[src/rtl/bcd_counter_chain.sv]
// Cascaded NUM_DIGITS BCD up/down counter with clamped parallel load; COUNT_SATURATE_EN makes terminal counts hold instead of wrapping.
// Latency: one cycle to qout, cout combinational from qout/enable/up_dn; no backpressure (enable is the only flow control).
module bcd_counter_chain #(
    parameter int                      NUM_DIGITS  = 3,
    parameter logic [4*NUM_DIGITS-1:0] RESET_VALUE = '0
) (
    input  logic                    clk,
    input  logic                    reset,
    input  logic                    clear,
    input  logic                    enable,
    input  logic                    up_dn,
    input  logic                    load,
    input  logic [4*NUM_DIGITS-1:0] load_val,
    output logic [4*NUM_DIGITS-1:0] qout,
    output logic                    cout
);

    localparam int W = 4 * NUM_DIGITS;

    logic [W-1:0] count_q;
    logic [W-1:0] count_nxt;
    logic [W-1:0] load_bcd;
    logic         all_nine;
    logic         all_zero;
    logic         terminal;
    logic         carry;
    logic [3:0]   dig;
    logic [3:0]   ld_dig;

    always_comb begin
        all_nine  = 1'b1;
        all_zero  = 1'b1;
        carry     = 1'b1;
        dig       = 4'd0;
        ld_dig    = 4'd0;
        count_nxt = count_q;
        load_bcd  = '0;
        for (int i = 0; i < NUM_DIGITS; i++) begin
            dig = count_q[4*i +: 4];
            if (dig != 4'd9) all_nine = 1'b0;
            if (dig != 4'd0) all_zero = 1'b0;
            // carry means every lower digit sits at its wrap boundary for the current direction
            if (carry) begin
                if (up_dn) count_nxt[4*i +: 4] = (dig == 4'd9) ? 4'd0 : dig + 4'd1;
                else       count_nxt[4*i +: 4] = (dig == 4'd0) ? 4'd9 : dig - 4'd1;
            end
            carry = carry & (up_dn ? (dig == 4'd9) : (dig == 4'd0));

            ld_dig = load_val[4*i +: 4];
            load_bcd[4*i +: 4] = (ld_dig > 4'd9) ? 4'd9 : ld_dig;
        end
        terminal = up_dn ? all_nine : all_zero;
    end

    always_ff @(posedge clk or posedge reset) begin
        if (reset) begin
            count_q <= RESET_VALUE;
        end else if (clear) begin
            count_q <= RESET_VALUE;
        end else if (load) begin
            count_q <= load_bcd;
        end else if (enable) begin
`ifdef COUNT_SATURATE_EN
            if (!terminal) count_q <= count_nxt;
`else
            count_q <= count_nxt;
`endif
        end
    end

    assign qout = count_q;
    assign cout = enable & terminal;

endmodule

[config.mk]
export PLATFORM = sky130hd
export DESIGN_NAME = bcd_counter_chain
export DESIGN_NICKNAME = d
export VERILOG_FILES = /design/src/rtl/bcd_counter_chain.sv
export SDC_FILE = /design/constraint.sdc
export NUM_CORES = 1
export LEC_CHECK = 0
export ABC_AREA = 1
export BUFFER_PORTS_ARGS = -buffer_cell sky130_fd_sc_hd__buf_2
export CAP_MARGIN = 10
export CORE_AREA = 2 2 52 54
export CTS_BUF_LIST = sky130_fd_sc_hd__clkbuf_2 sky130_fd_sc_hd__clkbuf_4 sky130_fd_sc_hd__clkbuf_8
export CTS_CLUSTER_DIAMETER = 60
export DETAILED_ROUTE_END_ITERATION = 8
export DIE_AREA = 0 0 54 56
export PLACE_DENSITY_LB_ADDON = 0.15
export SLEW_MARGIN = 20
export SYNTH_ARGS = -nofsm -noshare
export SYNTH_HDL_FRONTEND = slang
export SYNTH_SLANG_ARGS = --single-unit
[constraint.sdc]
create_clock -name clk -period 3.4 [get_ports clk]
set_clock_uncertainty 0.15 [all_clocks]
set_input_delay 0.17 -clock clk [delete_from_list [all_inputs] [get_ports clk]]
set_output_delay 0.17 -clock clk [all_outputs]
set_load 0.05 [all_outputs]
* After elaboration in Yosys (flattened, before gate mapping) *
Index checks and enable logic that the tools add are counted.

word-level totals
  bits in latches = 0
  memories kept = 0
  bits of input ports = 18
  output and inout bits = 13
  RAM bits = 0
  memory bits (read-only) = 0
  logic and storage cells = 57
  register bits after elaboration = 12

operators by class
  shift-type cells = 0
  mux-type cells = 26
  order comparisons = 3
  eq/ne operators = 6
  add/sub/neg operators = 6
  bitwise gates (word level) = 2
  reductions and logical operators = 11
  multiply operators = 0
  divide/modulo/power cells = 0

operators by type and width
  kind                                              number
  2-to-1 mux 4 bit                                  14
  2-to-1 mux 12 bit                                 3
  adder 4 x 1 -> 4 bit, second input constant       3
  == test 4 bit, second input constant              3
  > comparator 4 bit, second input constant         3
  zero test 4 bit                                   3
  != test 4 bit, second input constant              3
  nonzero test 4 bit                                3
  subtractor 4 x 1 -> 4 bit, second input constant  3
  2-to-1 mux 1 bit                                  9
  nonzero test 3 bit                                3
  AND reduction 2 bit                               2
  bitwise AND 1 bit                                 2

* Logic depth before layout (Yosys ltp) *
Gate-level depths: netlist of run 1.

  depth in word-level cells = 7
  mapped depth = 10

* Worst setup path before layout of run 1 *
Ideal clock, no wire load.

  path type = register to output
  from = register count_q[5] (netlist: qout[5])
  to = output port cout
  buffers on the path = 0
  stages on the path, launching flop included = 9
  data required time = 3080 ps
  setup slack = 719 ps
  arrival = 2361 ps
  cell sequence = dfrtp_1 inv_1 ha_1 nand3_2 nand2_1 nand2_1 inv_1 nand3_1 nor3_1

between the ends
  longest elaborated chain between the ends = 5
  elaborated cells on any way between the ends = 8
  those cells by class = 1 x eq/ne; 5 x mux; 1 x bitwise; 1 x reduce/logical

RTL lines
  element                                                   RTL line  source
  start, declared                                           20        logic [W-1:0] count_q;
  start signal, assigned                                    61        count_q <= load_bcd;
  start signal, assigned                                    66        count_q <= count_nxt;
  != test 4 bit or nonzero test 4 bit (tied branches)       40, 41
  2-to-1 mux 1 bit, on equally long branches (2 in series)  40, 41
  2-to-1 mux 1 bit (*)                                      52        terminal = up_dn ? all_nine : all_zero;
  bitwise AND 1 bit (*)                                     72        assign cout = enable & terminal;
  end, declared                                             15        output logic cout

Mark *: on every way between the ends. The rest lies on a longest branch, timed or not.

* Worst setup path in the final report of run 1 *
  from = register count_q[4] (netlist: qout[4])
  to = output port cout

The elaborated chain is that of the path after synthesis.

==> results by group, run 1 <==
Route
  • # DRC: 0
  • Via-per-instance ratio: 5.36
  • 1st-pass router iterations: 4
  • Drt initial violations: 49
  • DR WL/cell: 12.5 microns
  • DR vias: 1398
  • Routed Wire Length: 3270 microns
  • Antenna Violating Nets Remaining: 0

CTS
  • Clk_lat worst skew: 0.29 ns
  • Root Buffer: clkbuf_4
  • Postcts setup bufs: 0
  • H-Tree Depth: 1
  • Clock sink count: 12
  • Max Root-Sink Buffers: 2
  • TritonCTS Buffers: 3
  • CTS clk-pin slew, worst paths: 0.08 ns
  • CTS tree: built

Final layout
  • Ant diodes: 0
  • Commonest non-fill, non-tap cell in the layout: nand2_1
  • Max FFs per register: 12
  • Fill count: 248
  • Layout cells sized above 1: 22.9%
  • Layout Utilization: 58.1%
  • Layout area overhead: 16.6%
  • Most frequent cells in the layout: 72 x nand2_1, 30 x buf_2, 25 x nand3_1
  • Nets: 253
  • Fin cells: 261

Logic synthesis
  • Cells after synthesis: 200
  • Syn Nets: 221
  • Synth unique cells: 24
  • Yosys warns: 0
  • Register area share after synthesis: 24.8%
  • Register bit total from synthesis: 12
  • Synth Area per Inst: 6.06 sq um
  • Mapped Area: 1210 sq um

Worst hold path
  • Hold Crit Class: primary input to flop
  • Hold path depth: 5
  • HP Start: load_val[1]
  • Hold Path End: qout[1]$_DFFE_PP0P_

Die
  • I/O pin cnt: 31
  • Die area: 3020 sq um
  • Starting density of the core: 49.8%
  • Core area: 2430 sq um
  • Row cnt: 18
  • Die Y: 56 microns
  • Die outline width: 54 microns

STA
  • Slew headroom: 66.6%
  • Max frequency: 453 MHz
  • Slew @ Worst Pin: 0.500 ns
  • Minimum clock period: 2.21 ns
  • Final period util: 65.0%
  • Final setup viols: 0
  • Unrepaired setup endpoints after global routing: false
  • Final hold vios: 0
  • Slew Viols, Final: 0
  • Setup tns final: 0 ns
  • Setup ws final: 1.19 ns

Place
  • Worst slack, placed: 1.51 ns
  • # port buffers: 30
  • Placed insts: 256
  • Dpl hpwl: 2550 microns
  • GPL Wtd Cong: 0.962

Worst setup path
  • Crit path kind: flop to output port
  • FF-to-FF Start: qout[4]$_DFFE_PP0P_
  • Critical Path Fanout Max: 7
  • Critical Path End Type: output port
  • Worst reg2reg endpoint: qout[9]$_DFFE_PP0P_
  • CP Data Required Time: 3.08 ns
  • Critical path launch point type: flop
  • R2R setup slack: 1.69 ns
  • Reg2Reg Depth: 10
  • Crit path DAT: 1.89 ns

Global routing
  • Gr usage total: 24.2%
  • Initial antenna violation count: 0
  • Number of global-route vias before repair: 1366
  • Largest net degree at the start of global routing: 15
  • First-pass GRT wire length: 5640 microns
  • GR Overflow Total: 0

Pwr
  • Total power: 0.584 mW
  • Pwr dens: 413 nW/um^2
  • Worst vdd ir: 0.323 mV
  • Pleak: 0.804 nW

Run status
  • Outcome: completed

Flow run
  • Max_cap viols: 0
==> kinds of logic after synthesis <==
family | synth area share (%)
buffers and inverters | 10.2
DFF | 24.8
AOI/OAI and AO/OA | 10.5
xor gates and xnor gates | 1.45
adders and majority gates | 3.10
and+or+nand+nor | 49.9
==> worst max path at each step <==
stage	start	endpoint	slack, ns	depth (start not counted)
floorplan	qout[5]$_DFFE_PP0P_	cout	0.72	8
global placement	qout[5]$_DFFE_PP0P_	cout	1.60	9
detailed placement	qout[4]$_DFFE_PP0P_	cout	1.51	9
CTS	qout[4]$_DFFE_PP0P_	cout	1.21	9
global route	qout[4]$_DFFE_PP0P_	cout	0.97	9
finish	qout[4]$_DFFE_PP0P_	cout	1.19	9
==> layout make-up <==
type | count | area (sq um) | share of cell area [%]
multi-input combinational | 161 | 787 | 55.7
sequential | 12 | 300 | 21.3
timing repair buffer | 31 | 160 | 11.3
inverter | 23 | 91.3 | 6.47
tap | 30 | 37.5 | 2.66
clock buffer | 4 | 36.3 | 2.57
==> cells in the mapped netlist (all sizes together) <==
cell type / n / share of area, %
o21ai: 18 / 7.4
buf: 4 / 2.7
nand4: 2 / 1.0
a22oi: 1 / 0.62
dfrtp: 12 / 25
xor2: 2 / 1.4
nand3: 29 / 14
ha: 3 / 3.1
a21oi: 3 / 1.2
nor2: 25 / 11
nand2: 75 / 24
nor3: 1 / 0.41
o211ai: 2 / 1.2
inv: 23 / 7.5
==> per-layer routing <==
metal	track usage [%]	wire, microns	vias to the layer above
met5	0	0	-
met4	6.79	63	0
met3	5.91	251	8
met2	40.1	1600	63
met1	30.4	1360	623
li1	-	-	704
==> worst max-delay path, cell delays in order, from the launching register on <==
cell and delay, ns:
dfrtp_1 0.47, inv_1 0.14, ha_1 0.21, nand2_1 0.09, nand2_1 0.09, nand2_1 0.07
inv_1 0.08, nand3_1 0.06, nor3_1 0.11, buf_2 0.28
==> power breakdown <==
group	leakage (nW)	internal, mW	switching, mW
registers	0.155	0.160	0.0325
clock network	0.0210	0.0652	0.0549
logic	0.628	0.0801	0.191
total	0.804	0.306	0.278
==> per-stage QoR <==
step	cell area, sq um	hold slack, ns
2_1_floorplan	1210	-0.115
6_report	1410	0.0570
3_5_place_dp	1370	0.0727
4_1_cts	1410	0.0584
5_1_grt	1410	0.104
3_3_place_gp	1370	0.0685
==> what timing repair did <==
| action | CTS | global route |
|---|---|---|
| hold endpoints to repair | 12 | 0 |
| hold buffers | 1 | 0 |
| resized for setup | 0 | 0 |
Note: power is estimated with default switching activity, not from simulation.
==> run 2: changes to the inputs <==
--- a/config.mk
+++ b/config.mk
@@ -8,11 +8,11 @@
 export ABC_AREA = 1
 export BUFFER_PORTS_ARGS = -buffer_cell sky130_fd_sc_hd__buf_2
 export CAP_MARGIN = 10
-export CORE_AREA = 2 2 52 54
+export CORE_AREA = 2 2 53 55
 export CTS_BUF_LIST = sky130_fd_sc_hd__clkbuf_2 sky130_fd_sc_hd__clkbuf_4 sky130_fd_sc_hd__clkbuf_8
 export CTS_CLUSTER_DIAMETER = 60
 export DETAILED_ROUTE_END_ITERATION = 8
-export DIE_AREA = 0 0 54 56
+export DIE_AREA = 0 0 55 57
 export PLACE_DENSITY_LB_ADDON = 0.15
 export SLEW_MARGIN = 20
 export SYNTH_ARGS = -nofsm -noshare
==> constraint.sdc (replaced) <==
create_clock -name clk -period 1.9 [get_ports clk]
set_clock_uncertainty 0.15 [all_clocks]
set_input_delay 0.095 -clock clk [delete_from_list [all_inputs] [get_ports clk]]
set_output_delay 0.095 -clock clk [all_outputs]
set_load 0.05 [all_outputs]
==> run 2 against run 1 <==
Via count fell by 0.72%. Sequential share of layout area is 2.1 points lower. Sequential power grew 79%. Combinational power up 110%. Worst hold slack worse by 0.055 ns. Setup slack worse by 1.1 ns. Clock power is 76% higher. First-iteration DRC count fell by 49%. Total power is 93% higher. Sequential cell count is the same. Wire length shrank 0.95%. Critical path depth is the same. Critical path type unchanged. Critical endpoint unchanged. Largest power group unchanged.
==> results by group, run 2 (synthesis gave the netlist of run 1 again) <==
Run status
  • Outcome: completed

STA
  • Setup ws final: 0.0619 ns (-1.13 ns)
  • Slew Viols, Final: 0 (unchanged)
  • Final hold vios: 0 (unchanged)
  • Slew headroom: 66.9% (+0.29 points)
  • Slew @ Worst Pin: 0.496 ns (-0.00432 ns)
  • Max frequency: 544 MHz
  • Final period util: 96.7%
  • Final setup viols: 0 (unchanged)
  • Unrepaired setup endpoints after global routing: true
  • Minimum clock period: 1.84 ns
  • Fin Hold WS: 0.00162 ns (-0.0553 ns)

Route
  • Routed Wire Length: 3240 microns (-0.95%)
  • # DRC: 0 (unchanged)
  • Drt initial violations: 25 (-49%)
  • Via-per-instance ratio: 5.10 (-4.7%)
  • 1st-pass router iterations: 4 (unchanged)
  • DR WL/cell: 11.9 microns (-5.0%)
  • Antenna Violating Nets Remaining: 0 (unchanged)
  • DR vias: 1388 (-0.72%)

Pwr
  • Pleak: 0.858 nW (+6.7%)
  • Reg power frac: 30.6% (-2.4 points)
  • Worst vdd ir: 0.455 mV (+41%)
  • Psw: 0.526 mW (+89%)
  • Pint: 0.602 mW (+97%)
  • Combinational share of power: 50.6% (+4.2 points)
  • Sw Ratio: 46.6% (-1.1 points)
  • Pwr dens: 709 nW/um^2 (+71%)
  • Clock power frac: 18.7% (-1.9 points)

CTS
  • Clock sink count: 12 (unchanged)
  • Clk_lat worst skew: 0.29 ns (about the same)
  • TritonCTS Buffers: 3 (unchanged)
  • Root Buffer: clkbuf_4
  • CTS tree: built
  • CTS clk-pin slew, worst paths: 0.07 ns (about the same)
  • Max Root-Sink Buffers: 2 (unchanged)
  • H-Tree Depth: 1 (unchanged)

Die
  • Die area: 3140 sq um (+3.7%)
  • Die outline width: 55 microns (+1.9%)
  • Core area: 2620 sq um (+7.5%)
  • Row cnt: 19 (+1)
  • Die Y: 57 microns (+1.8%)
  • Starting density of the core: 46.3% (-3.5 points)
  • I/O pin cnt: 31 (unchanged)

Final layout
  • Storage element area: 305 sq um (+1.7%)
  • Footprint of the multi-input gates: 856 sq um (+8.7%)
  • Ant diodes: 0 (unchanged)
  • Layout cells sized above 1: 32.0% (+9.0 points)
  • Nets: 263 (+4.0%)
  • Layout Utilization: 60.9% (+2.8 points)
  • Most frequent cells in the layout: 68 x nand2_1, 29 x buf_2, 24 x nand3_1
  • Fin cells: 272 (+4.2%)
  • Layout area overhead: 31.4%
  • Fill count: 277 (+12%)
  • Commonest non-fill, non-tap cell in the layout: nand2_1
  • Max FFs per register: 12 (unchanged)

Worst hold path
  • Hold Crit Class: primary input to flop

Worst setup path
  • Critical path launch point type: flop
  • Crit path kind: flop to output port
  • Crit path DAT: 1.59 ns (-0.30 ns)
  • Critical Path Fanout Max: 3 (-4)
  • CP Data Required Time: 1.65 ns (-1.43 ns)
  • Critical Path End Type: output port

Place
  • Placed insts: 259 (+1.2%)
  • Dpl hpwl: 2380 microns (-6.6%)
  • Worst slack, placed: 0.108 ns (-1.40 ns)
  • # port buffers: 30 (unchanged)
  • GPL Wtd Cong: 0.857 (-11%)

Global routing
  • Initial antenna violation count: 0 (unchanged)
  • Number of global-route vias before repair: 1290 (-5.6%)
  • GR Overflow Total: 0 (unchanged)
  • Largest net degree at the start of global routing: 15 (unchanged)
  • Gr usage total: 23.2% (-1.0 points)
  • First-pass GRT wire length: 5420 microns (-3.8%)

Flow run
  • Max_cap viols: 0 (unchanged)
==> run 2: area by class of cell <==
cell class	count	area share, %
Multi-Input combinational cell	161	53.8
Clock buffer	4	2.28
Tap cell	31	2.44
Timing Repair Buffer	41	16.4
Sequential cell	12	19.2
Inverter	23	5.90
==> run 2: path summary, 6_finish.rpt <==
| kind | cells after the start | startpoint | slack, ns | to |
|---|---|---|---|---|
| max | 9 | qout[4]$_DFFE_PP0P_ | 0.06 | cout |
| min | 5 | load_val[0] | 0.002 | qout[0]$_DFFE_PP0P_ |
| max reg2reg | 10 | qout[4]$_DFFE_PP0P_ | 0.36 | qout[8]$_DFFE_PP0P_ |
| min reg2reg | 2 | qout[3]$_DFFE_PP0P_ | 0.40 | qout[3]$_DFFE_PP0P_ |
| max in group asynchronous | 3 | reset | 1.02 | qout[5]$_DFFE_PP0P_ |
| min in group asynchronous | 3 | reset | 0.21 | qout[10]$_DFFE_PP0P_ |
==> run 2: stage by stage <==
step | power [mW] | cell area (sq um) | setup TNS (ns)
after floorplan | 0.727 | 1240 | 0
after global placement | 0.845 | 1420 | 0
after detailed placement | 0.844 | 1420 | 0
after CTS | 1.10 | 1550 | 0
after global routing | 1.22 | 1590 | -0.0377
final | 1.13 | 1590 | 0
==> run 2: critical path: stages (launching register included) <==
cell and delay, ns:
dfrtp_2 0.42, buf_12 0.11, ha_4 0.13, nand3_4 0.06, nand2_2 0.09, nand2_2 0.06
inv_2 0.08, nand3_4 0.06, nor3_4 0.11, buf_6 0.17
==> run 2: repair_timing <==
item / in CTS / in global routing
buffers inserted: 5 / 0
hold endpoints to repair: 15 / 0
hold buffers: 4 / 0
gates resized for setup: 4 / 11
setup endpoints to repair: 1 / 1
pin swaps: 2 / 1
==> run 2: layer usage <==
layer | vias up | track usage [%] | part of all wire (%)
met2 | 32 | 39.3 | 48
met1 | 631 | 30.4 | 48
met4 | 0 | 3.14 | 0.43
li1 | 723 | - | -
met5 | - | 0 | 0
met3 | 2 | 5.50 | 3.2
==> run 2: power groups by stage <==
stage                     clock network [mW]  logic [mW]  registers (mW)
after floorplan                            0       0.277           0.450
after global placement                     0       0.494           0.351
after detailed placement                   0       0.494           0.351
after CTS                              0.217       0.540           0.340
after global routing                   0.230       0.631           0.355
final                                  0.211       0.571           0.346
